`src/rtl/fifo_uart_tx.sv`:
```
// UART transmitter that pops words from an upstream FIFO and serialises them LSB first.
// Frame: start bit, PAYLOAD_BITS data bits, STOP_BITS stop bits; each bit is CLK_FREQ/BIT_RATE cycles.
module fifo_uart_tx #(
  parameter int CLK_FREQ     = 50000000,
  parameter int BIT_RATE     = 115200,
  parameter int PAYLOAD_BITS = 8,
  parameter int STOP_BITS    = 1
) (
  input  logic                    clk,
  input  logic                    reset,
  input  logic                    enable,
  input  logic                    fifo_empty,
  input  logic [PAYLOAD_BITS-1:0] fifo_read_data,
  output logic                    fifo_read,
  output logic                    tx,
  output logic                    busy
);

  localparam int CYCLES_PER_BIT = CLK_FREQ / BIT_RATE;
  localparam int BAUD_W = (CYCLES_PER_BIT > 2) ? $clog2(CYCLES_PER_BIT) : 1;
  localparam int BIT_W  = (PAYLOAD_BITS > 2) ? $clog2(PAYLOAD_BITS) : 1;

  localparam logic [BAUD_W-1:0] BAUD_LAST = BAUD_W'(CYCLES_PER_BIT - 1);
  localparam logic [BIT_W-1:0]  BIT_LAST  = BIT_W'(PAYLOAD_BITS - 1);
  localparam logic [BIT_W-1:0]  STOP_LAST = BIT_W'(STOP_BITS - 1);

  localparam logic [1:0] IDLE  = 2'd0;
  localparam logic [1:0] START = 2'd1;
  localparam logic [1:0] DATA  = 2'd2;
  localparam logic [1:0] STOP  = 2'd3;

  logic [1:0]              state_q, state_d;
  logic [BAUD_W-1:0]       baud_q, baud_d;
  logic [BIT_W-1:0]        bit_q, bit_d;
  logic [PAYLOAD_BITS-1:0] shift_q, shift_d;
  logic                    tx_q, tx_d;
  logic                    busy_q, busy_d;
  logic                    fifo_read_q, fifo_read_d;
  logic                    baud_end;

  assign baud_end = (baud_q == BAUD_LAST);

  always_comb begin
    state_d     = state_q;
    baud_d      = baud_q;
    bit_d       = bit_q;
    shift_d     = shift_q;
    tx_d        = tx_q;
    busy_d      = busy_q;
    fifo_read_d = 1'b0;

    case (state_q)
      IDLE: begin
        tx_d   = 1'b1;
        busy_d = 1'b0;
        baud_d = '0;
        bit_d  = '0;
        // The pop is issued together with the capture, so the word is consumed exactly once.
        if (enable && !fifo_empty) begin
          shift_d     = fifo_read_data;
          fifo_read_d = 1'b1;
          tx_d        = 1'b0;
          busy_d      = 1'b1;
          state_d     = START;
        end
      end
      START: begin
        if (baud_end) begin
          baud_d  = '0;
          tx_d    = shift_q[0];
          state_d = DATA;
        end else begin
          baud_d = baud_q + 1'b1;
        end
      end
      DATA: begin
        if (baud_end) begin
          baud_d = '0;
          if (bit_q == BIT_LAST) begin
            bit_d   = '0;
            tx_d    = 1'b1;
            state_d = STOP;
          end else begin
            bit_d   = bit_q + 1'b1;
            shift_d = shift_q >> 1;
            tx_d    = shift_d[0];
          end
        end else begin
          baud_d = baud_q + 1'b1;
        end
      end
      STOP: begin
        // The bit counter is reused to count stop bits.
        if (baud_end) begin
          baud_d = '0;
          if (bit_q == STOP_LAST) begin
            bit_d   = '0;
            busy_d  = 1'b0;
            state_d = IDLE;
          end else begin
            bit_d = bit_q + 1'b1;
          end
        end else begin
          baud_d = baud_q + 1'b1;
        end
      end
      default: begin
        state_d = IDLE;
        tx_d    = 1'b1;
        busy_d  = 1'b0;
      end
    endcase
  end

  always_ff @(posedge clk) begin
    if (reset) begin
      state_q     <= IDLE;
      baud_q      <= '0;
      bit_q       <= '0;
      shift_q     <= '0;
      tx_q        <= 1'b1;
      busy_q      <= 1'b0;
      fifo_read_q <= 1'b0;
    end else begin
      state_q     <= state_d;
      baud_q      <= baud_d;
      bit_q       <= bit_d;
      shift_q     <= shift_d;
      tx_q        <= tx_d;
      busy_q      <= busy_d;
      fifo_read_q <= fifo_read_d;
    end
  end

  assign fifo_read = fifo_read_q;
  assign tx        = tx_q;
  assign busy      = busy_q;

endmodule
```
`config.mk`:
```
export PLATFORM = sky130hd
export DESIGN_NAME = fifo_uart_tx
export DESIGN_NICKNAME = d
export VERILOG_FILES = /design/src/rtl/fifo_uart_tx.sv
export SDC_FILE = /design/constraint.sdc
export NUM_CORES = 1
export LEC_CHECK = 0
export ABC_AREA = 1
export CORE_MARGIN = 2
export CORE_UTILIZATION = 40
export CTS_CLUSTER_DIAMETER = 40
export DETAILED_ROUTE_END_ITERATION = 6
export PLACE_DENSITY = 0.68
export SLEW_MARGIN = 15
export SYNTH_ARGS = -nofsm -noshare
export SYNTH_HDL_FRONTEND = slang
export SYNTH_SLANG_ARGS = --single-unit
```
`constraint.sdc`:
```
create_clock -name clk -period 1.8 [get_ports clk]
set_input_delay 0.36 -clock clk [delete_from_list [all_inputs] [get_ports clk]]
set_output_delay 0.36 -clock clk [all_outputs]
set_load 0.02 [all_outputs]
```
==> reports/metrics.csv, run 1 <==
stage;metric;value;unit
floorplan;Placeable Area;0.003416;sq mm
critical_path;Req. time, crit path;1.44;ns
clock_network;CTS resizes;0;
detailed_routing;DRC errors left;0;
global_route;total grt overflow;0;
detailed_routing;Via density;4.668;
sta;worst-margin pin slew;0.2635;ns
critical_path;CP Capture Type;output pin;
pwr;clock share of power;12.4;%
job;max cap viols;0;
detailed_routing;initial DRC count;60;
cells_and_area;share of cells above drive strength 1;13.62;%
synthesis;unique cell type count in the Yosys netlist;29;
global_route;largest net degree at the start of global routing;16;
hold_path;hold crit path type;flip-flop to flip-flop;
synthesis;synthesized area per cell;7.592;sq um
floorplan;row count;21;
pwr;Max rail drop VDD;0.6234;mV
global_route;vias in the first global route;1104;
placement;gpl congestion;0.8368;
critical_path;critical path's top delay family;buffers and inverters;
global_route;total track usage;14.74;%
synthesis;Mapped Area;0.001458;sq mm
sta;final clock skew;0.005393;ns
critical_path;WP buf/inv;1;
global_route;first-pass GRT wire length;4864;um
critical_path;CP Launch Type;flip-flop;
clock_network;CTS root buf;clkbuf_4;
placement;Detailed Place HPWL;2051;um
sta;fin crit period;1.658;ns
detailed_routing;Wirelength per Cell;10.55;um
clock_network;Skew-Pair Late Insertion Delay;0.32;ns
synthesis;Syn Nets;214;
floorplan;Die H;64.37;um
synthesis;Yosys warning count;0;
pwr;Cell Pwr Density;1200;mW/mm^2
detailed_routing;Final Routed Wirelength;2733;um
clock_network;clk sinks;25;
detailed_routing;antenna viol nets, final;0;
clock_network;Clock Path Buffers;2;
cells_and_area;area grow syn2layout;16.74;%
global_route;initial antenna violation count;0;
synthesis;Post-Syn Instances;192;
floorplan;Die W;64.37;um
clock_network;clock slew at reported path FFs;0.14;ns
pwr;Internal;0.001220;W
sta;Tcrit/Tclk final;92.10;%
sta;fmax;0.6032;GHz
sta;setup violators final;0;
critical_path;critical path, cell by cell;clkdlybuf4s50_1;
sta;Final Max Slew Viols;0;
sta;post-route setup TNS;0;ns
pwr;Seq pwr share;36.9;%
clock_network;Num CTS Buffers;3;
critical_path;CP Data Arrival Time;1.30;ns
critical_path;CP max FO;3;
sta;RSZ-0062 raised after global routing;false;
clock_network;H-tree levels;1;
clock_network;CTS tree;yes;
sta;Final Hold Fails;0;
pwr;Logic pwr share;50.7;%
floorplan;Die ar.;0.004143;sq mm
placement;IO Port Bufs;14;
floorplan;starting density of the core;42.67;%
floorplan;num ports;15;
synthesis;Seq/Total Area, Yosys;34.33;%
pwr;switching fraction of total power;40.28;%
sta;relative slew slack;82.43;%
critical_path;critical path class;flip-flop to output pin;
cells_and_area;# diodes;0;
pwr;LEAKAGE;0.7344;nW
critical_path;crit-path max cell delay;0.61;ns
pwr;sw power;0.0008228;W
critical_path;CP max-delay cell;clkdlybuf4s50_1;
sta;Worst Hold Margin;0.4758;ns
detailed_routing;DRT Pass-1 Iters;4;
synthesis;flops & latches, synth;25;
cells_and_area;Nets;236;
detailed_routing;via count;1209;
status;status;completed;
cell usage in the layout (no fill, tap or decap):
| master | count |
|---|---|
| nand2_1 | 40 |
| dfxtp_1 | 25 |
| nor2_1 | 24 |
| nand3_1 | 19 |
| inv_1 | 16 |
| clkdlybuf4s50_1 | 14 |
| a21oi_1 | 12 |
| ha_1 | 10 |
| mux2i_1 | 6 |
| buf_4 | 6 |
| nand2_2 | 5 |
| inv_2 | 3 |
| xor2_1 | 3 |
| o21ai_0 | 3 |
| a21oi_2 | 3 |
| clkbuf_4 | 3 |
| nor2_2 | 2 |
| nor2_4 | 2 |
| nand3b_1 | 2 |
| nor3b_1 | 2 |
| a21boi_0 | 2 |
| nand4_1 | 2 |
| nand2_4 | 1 |
| nand2_8 | 1 |
| nand3_2 | 1 |
| o211ai_1 | 1 |
| nor3_1 | 1 |
| nor4_1 | 1 |
| o21a_1 | 1 |
| clkinv_2 | 1 |
| buf_12 | 1 |
layout make-up:
type | instances | area (sq um)
fillers | 347 | 1714
well taps | 46 | 57.56
clock inverters | 1 | 5.005
clock buffers | 3 | 22.52
inverters | 19 | 71.32
flip-flops and latches | 25 | 500.5
multi-input cells | 144 | 839.6
repair buffers | 21 | 205.2
what timing repair did:
action / 4_1_cts / 5_1_grt
setup endpoints to repair: 0 / 6
hold buffers: 0 / 0
buffers inserted: 0 / 1
metrics by stage:
step / setup slack (ns) / power, W / util (%) / cells / area, sq um
floorplan: 0.3463 / 0.001566 / - / 192 / 1458
global placement: 0.07363 / 0.001740 / 48.42 / 254 / 1654
detailed placement: 0.06300 / 0.001745 / 48.42 / 254 / 1654
CTS: 0.1250 / 0.002006 / 49.23 / 258 / 1682
global route: 0.07029 / 0.002257 / 49.82 / 259 / 1702
finish: 0.1422 / 0.002043 / 49.82 / 259 / 1702
sequential cells by signal (all words and copies together) (netlist names):
register   cells
bit_q          3
baud_q         9
tx             1
state_q        2
busy           1
fifo_read      1
shift_q        8
logic make-up after synthesis:
group                    share of synthesized area [%]
AO/OA/AOI/OAI                                    9.013
flip-flops                                       34.33
buffers and inverters                            8.068
adder cells (fa/ha/maj)                          8.584
multiplexers                                     4.120
XOR/XNOR                                         1.803
AND/OR/NAND/NOR                                  34.08
power groups by stage:
stage                     logic [W]  clock network, W  registers [W]
final                       0.00104          0.000252       0.000754
after global routing        0.00118          0.000298       0.000776
after CTS                  0.000981          0.000269       0.000756
after detailed placement   0.000975                 0       0.000770
after global placement     0.000974                 0       0.000766
after floorplan            0.000774                 0       0.000791
synthesized netlist by cell type:
| master | number | area, sq um |
|---|---|---|
| nor2_4 | 2 | 22.52 |
| nand2_8 | 1 | 20.02 |
| inv_1 | 16 | 60.06 |
| nor4_1 | 1 | 6.260 |
| buf_1 | 1 | 3.750 |
| nor2_2 | 2 | 12.51 |
| dfxtp_1 | 25 | 500.5 |
| nand2_1 | 40 | 150.1 |
| nand2_4 | 1 | 11.26 |
| o211ai_1 | 1 | 7.510 |
| a21oi_1 | 12 | 60.06 |
| o21a_1 | 1 | 7.510 |
| nand3_1 | 19 | 95.09 |
| xor2_1 | 3 | 26.28 |
| mux2i_1 | 6 | 60.06 |
| buf_6 | 2 | 22.52 |
| inv_2 | 3 | 11.26 |
| o21ai_0 | 3 | 15.01 |
| nor2_1 | 24 | 90.09 |
| nor3_1 | 1 | 5.000 |
| nand2_2 | 5 | 31.28 |
| nand4_1 | 2 | 12.51 |
| ha_1 | 10 | 125.1 |
| a21boi_0 | 2 | 15.01 |
| nor3b_1 | 2 | 15.01 |
| a21oi_2 | 3 | 26.28 |
| nand3b_1 | 2 | 15.01 |
| buf_12 | 1 | 20.02 |
| nand3_2 | 1 | 10.01 |
path summary, 6_finish.rpt:
kind / depth (start not counted) / to / slack (ns) / from
worst max register to register: 10 / shift_q[1]$_SDFFE_PP0P_ / 0.27 / state_q[0]$_SDFFE_PP0P_
worst max-delay path: 1 / busy / 0.14 / busy$_SDFFE_PP0P_
worst min register to register: 2 / shift_q[7]$_SDFFE_PP0P_ / 0.48 / shift_q[7]$_SDFFE_PP0P_
worst min-delay path: 2 / shift_q[7]$_SDFFE_PP0P_ / 0.48 / shift_q[7]$_SDFFE_PP0P_
metal layers:
layer	GRT usage [%]	up-vias	part of all wire, %
li1	-	664	-
met1	19.27	526	49
met2	24.74	17	46
met3	3.873	2	4.9
met4	2.394	0	0.70
met5	0	-	0
(Power assumes the default switching activity.)
==> run 2: changes to the inputs <==
REMOVE_ABC_BUFFERS = 1   (was default)
SLEW_MARGIN = 10   (was 15)
==> reports/metrics.csv, run 2 (same netlist as run 1, synthesis figures left out) <==
stage;metric;value;unit;change
detailed_routing;antenna viol nets, final;0;;unchanged
status;status;completed;;unchanged
cells_and_area;# diodes;0;;unchanged
global_route;total grt overflow;0;;unchanged
critical_path;critical path, cell by cell;clkdlybuf4s50_1;;unchanged
job;max cap viols;0;;unchanged
detailed_routing;Final Routed Wirelength;2722;um;was 2733 um
cells_and_area;register area;500.5;sq um;unchanged
cells_and_area;most frequent cells in the layout;nand2_1, dfxtp_1, nor2_1;;unchanged
placement;IO Port Bufs;14;;unchanged
global_route;first-pass GRT wire length;4733;um;was 4864 um
pwr;sw power;0.0008331;W;was 0.0008228 W
clock_network;Hold Buf Count CTS;0;;unchanged
cells_and_area;area grow syn2layout;15.88;%;was 16.74%
placement;Placed Area;0.001639;sq mm;was 0.001654 sq mm
critical_path;FF-to-FF path depth;9;;was 10
hold_path;HP Start;baud_q[0]$_SDFF_PP0_;;was shift_q[7]$_SDFFE_PP0P_
global_route;initial antenna violation count;0;;unchanged
detailed_routing;Top Metal Used;met4;;unchanged
hold_path;end of the worst hold path;baud_q[0]$_SDFF_PP0_;;was shift_q[7]$_SDFFE_PP0P_
clock_network;Clock Path Buffers;2;;unchanged
global_route;total track usage;14.30;%;was 14.74%
sta;final clock skew;0.004766;ns;was 0.005393 ns
sta;worst-margin pin slew;0.2474;ns;was 0.2635 ns
critical_path;CP Capture Type;output pin;;unchanged
global_route;vias in the first global route;1093;;was 1,104
critical_path;CP max FO;3;;unchanged
detailed_routing;Via density;4.700;;was 4.668
clock_network;clk sinks;25;;unchanged
floorplan;num ports;15;;unchanged
sta;Tcrit/Tclk final;93.40;%;was 92.10%
detailed_routing;via count;1208;;was 1,209
sta;fin crit period;1.681;ns;was 1.658 ns
sta;setup violators final;0;;unchanged
sta;Final Hold Fails;0;;unchanged
critical_path;WP buf/inv;1;;unchanged
sta;relative slew slack;83.44;%;was 82.43%
global_route;largest net degree at the start of global routing;16;;unchanged
detailed_routing;wire length on met2;1254;um;was 1245 um
placement;Detailed Place HPWL;2065;um;was 2051 um
clock_network;H-tree levels;1;;unchanged
sta;post-route setup TNS;0;ns;unchanged
critical_path;CP max-delay cell;clkdlybuf4s50_1;;unchanged
critical_path;Req. time, crit path;1.44;ns;about the same
placement;gpl congestion;0.8611;;was 0.8368
clock_network;clock slew at reported path FFs;0.14;ns;about the same
critical_path;reg2reg end;shift_q[6]$_SDFFE_PP0P_;;was shift_q[1]$_SDFFE_PP0P_
sta;RSZ-0062 raised after global routing;false;;unchanged
detailed_routing;Wirelength per Cell;10.59;um;was 10.55 um
floorplan;row count;21;;unchanged
floorplan;Die W;64.37;um;unchanged
pwr;switching fraction of total power;40.73;%;was 40.28%
cells_and_area;design area;0.001689;sq mm;was 0.001702 sq mm
critical_path;crit-path max cell delay;0.61;ns;about the same
pwr;Seq pwr share;37.3;%;was 36.9%
critical_path;CP Launch Type;flip-flop;;unchanged
pwr;clock share of power;12.7;%;was 12.4%
critical_path;critical path class;flip-flop to output pin;;unchanged
detailed_routing;total length of routed met3 wires;98;um;was 135 um
cells_and_area;share of cells above drive strength 1;12.80;%;was 13.62%
cells_and_area;Largest register FFs;9;;unchanged
floorplan;starting density of the core;42.67;%;unchanged
detailed_routing;DRT Pass-1 Iters;4;;unchanged
pwr;Logic pwr share;49.9;%;was 50.7%
clock_network;CTS resizes;0;;unchanged
cells_and_area;# fillers;362;;was 347
pwr;PnR Total Power;0.002045;W;was 0.002043 W
critical_path;Worst R2R Setup Slack;0.22;ns;was 0.27 ns
cells_and_area;Top reg by flops;baud_q;;unchanged
floorplan;Die H;64.37;um;unchanged
detailed_routing;DRC errors left;0;;unchanged
hold_path;hold depth;1;;was 2
floorplan;Die ar.;0.004143;sq mm;unchanged
cells_and_area;Multi-input gate area;839.6;sq um;unchanged
critical_path;Worst R2R Start;state_q[1]$_SDFFE_PP0P_;;was state_q[0]$_SDFFE_PP0P_
detailed_routing;initial DRC count;60;;unchanged
clock_network;Num CTS Buffers;3;;unchanged
detailed_routing;Met1 Wirelength;1346;um;was 1332 um
cells_and_area;biggest regs;baud_q: 9 flops, shift_q: 8 flops, bit_q: 3 flops;;unchanged
pwr;Cell Pwr Density;1211;mW/mm^2;was 1200 mW/mm^2
pwr;Max rail drop VDD;0.4324;mV;was 0.6234 mV
floorplan;Placeable Area;0.003416;sq mm;unchanged
pwr;LEAKAGE;0.7202;nW;was 0.7344 nW
hold_path;hold crit path type;flip-flop to flip-flop;;unchanged
clock_network;Skew-Pair Late Insertion Delay;0.33;ns;was 0.32 ns
critical_path;CP Data Arrival Time;1.32;ns;was 1.30 ns
cells_and_area;Nets;234;;was 236
sta;Final Max Slew Viols;0;;unchanged
clock_network;CTS tree;yes;;unchanged
cells_and_area;most common cell after layout, fill and taps aside;nand2_1;;unchanged
sta;fmax;0.5948;GHz;was 0.6032 GHz
cells_and_area;final core utilization;49.45;%;was 49.82%
clock_network;postcts setup bufs;0;;unchanged
pwr;Internal;0.001212;W;was 0.001220 W
clock_network;CTS root buf;clkbuf_4;;unchanged
critical_path;critical path's top delay family;buffers and inverters;;unchanged
==> run 2: worst max-delay path by stage <==
| stage | start | end | slack (ns) | cells after the start |
|---|---|---|---|---|
| 6_report | busy$_SDFFE_PP0P_ | busy | 0.12 | 1 |
| 5_1_grt | busy$_SDFFE_PP0P_ | busy | 0.05 | 1 |
| 4_1_cts | busy$_SDFFE_PP0P_ | busy | 0.09 | 1 |
| 3_5_place_dp | enable | shift_q[6]$_SDFFE_PP0P_ | 0.01 | 8 |
| 3_3_place_gp | enable | shift_q[1]$_SDFFE_PP0P_ | 0.05 | 8 |
| 2_1_floorplan | state_q[0]$_SDFFE_PP0P_ | shift_q[0]$_SDFFE_PP0P_ | -0.03 | 9 |
==> run 2: through the flow <==
step	hold WS, ns	setup WS, ns	instances
after floorplan	0.4291	-0.02748	188
after CTS	0.4869	0.09089	256
after global routing	0.5115	0.05341	257
final	0.4790	0.1188	257
after global placement	0.4481	0.04698	252
after detailed placement	0.4536	0.009613	252
==> run 2: area by class of cell <==
type                            count  share of cell area [%]
Multi-Input combinational cell    144                   49.70
Clock buffer                        3                   1.333
Inverter                           19                   4.222
Timing Repair Buffer               19                   11.26
Sequential cell                    25                   29.63
Clock inverter                      1                  0.4444
Tap cell                           46                   3.407
==> run 2: routing by layer <==
layer	vias up	global-route usage, %
li1	656	-
met1	533	18.92
met2	15	23.18
met3	4	3.873
met4	0	3.191
met5	-	0
==> run 2: power groups by stage <==
stage | Sequential, W | Clock (W) | Combinational (W)
floorplan | 0.000791 | 0 | 0.000705
detailed placement | 0.000779 | 0 | 0.000954
global placement | 0.000777 | 0 | 0.000954
CTS | 0.000766 | 0.000278 | 0.000959
global route | 0.000786 | 0.000295 | 0.00116
finish | 0.000764 | 0.000261 | 0.00102
==> run 3: changes to the inputs <==
CAP_MARGIN = 10   (was default)
==> results of run 3 <==
The final DEF is identical to that of run 2; final timing and power are the same.
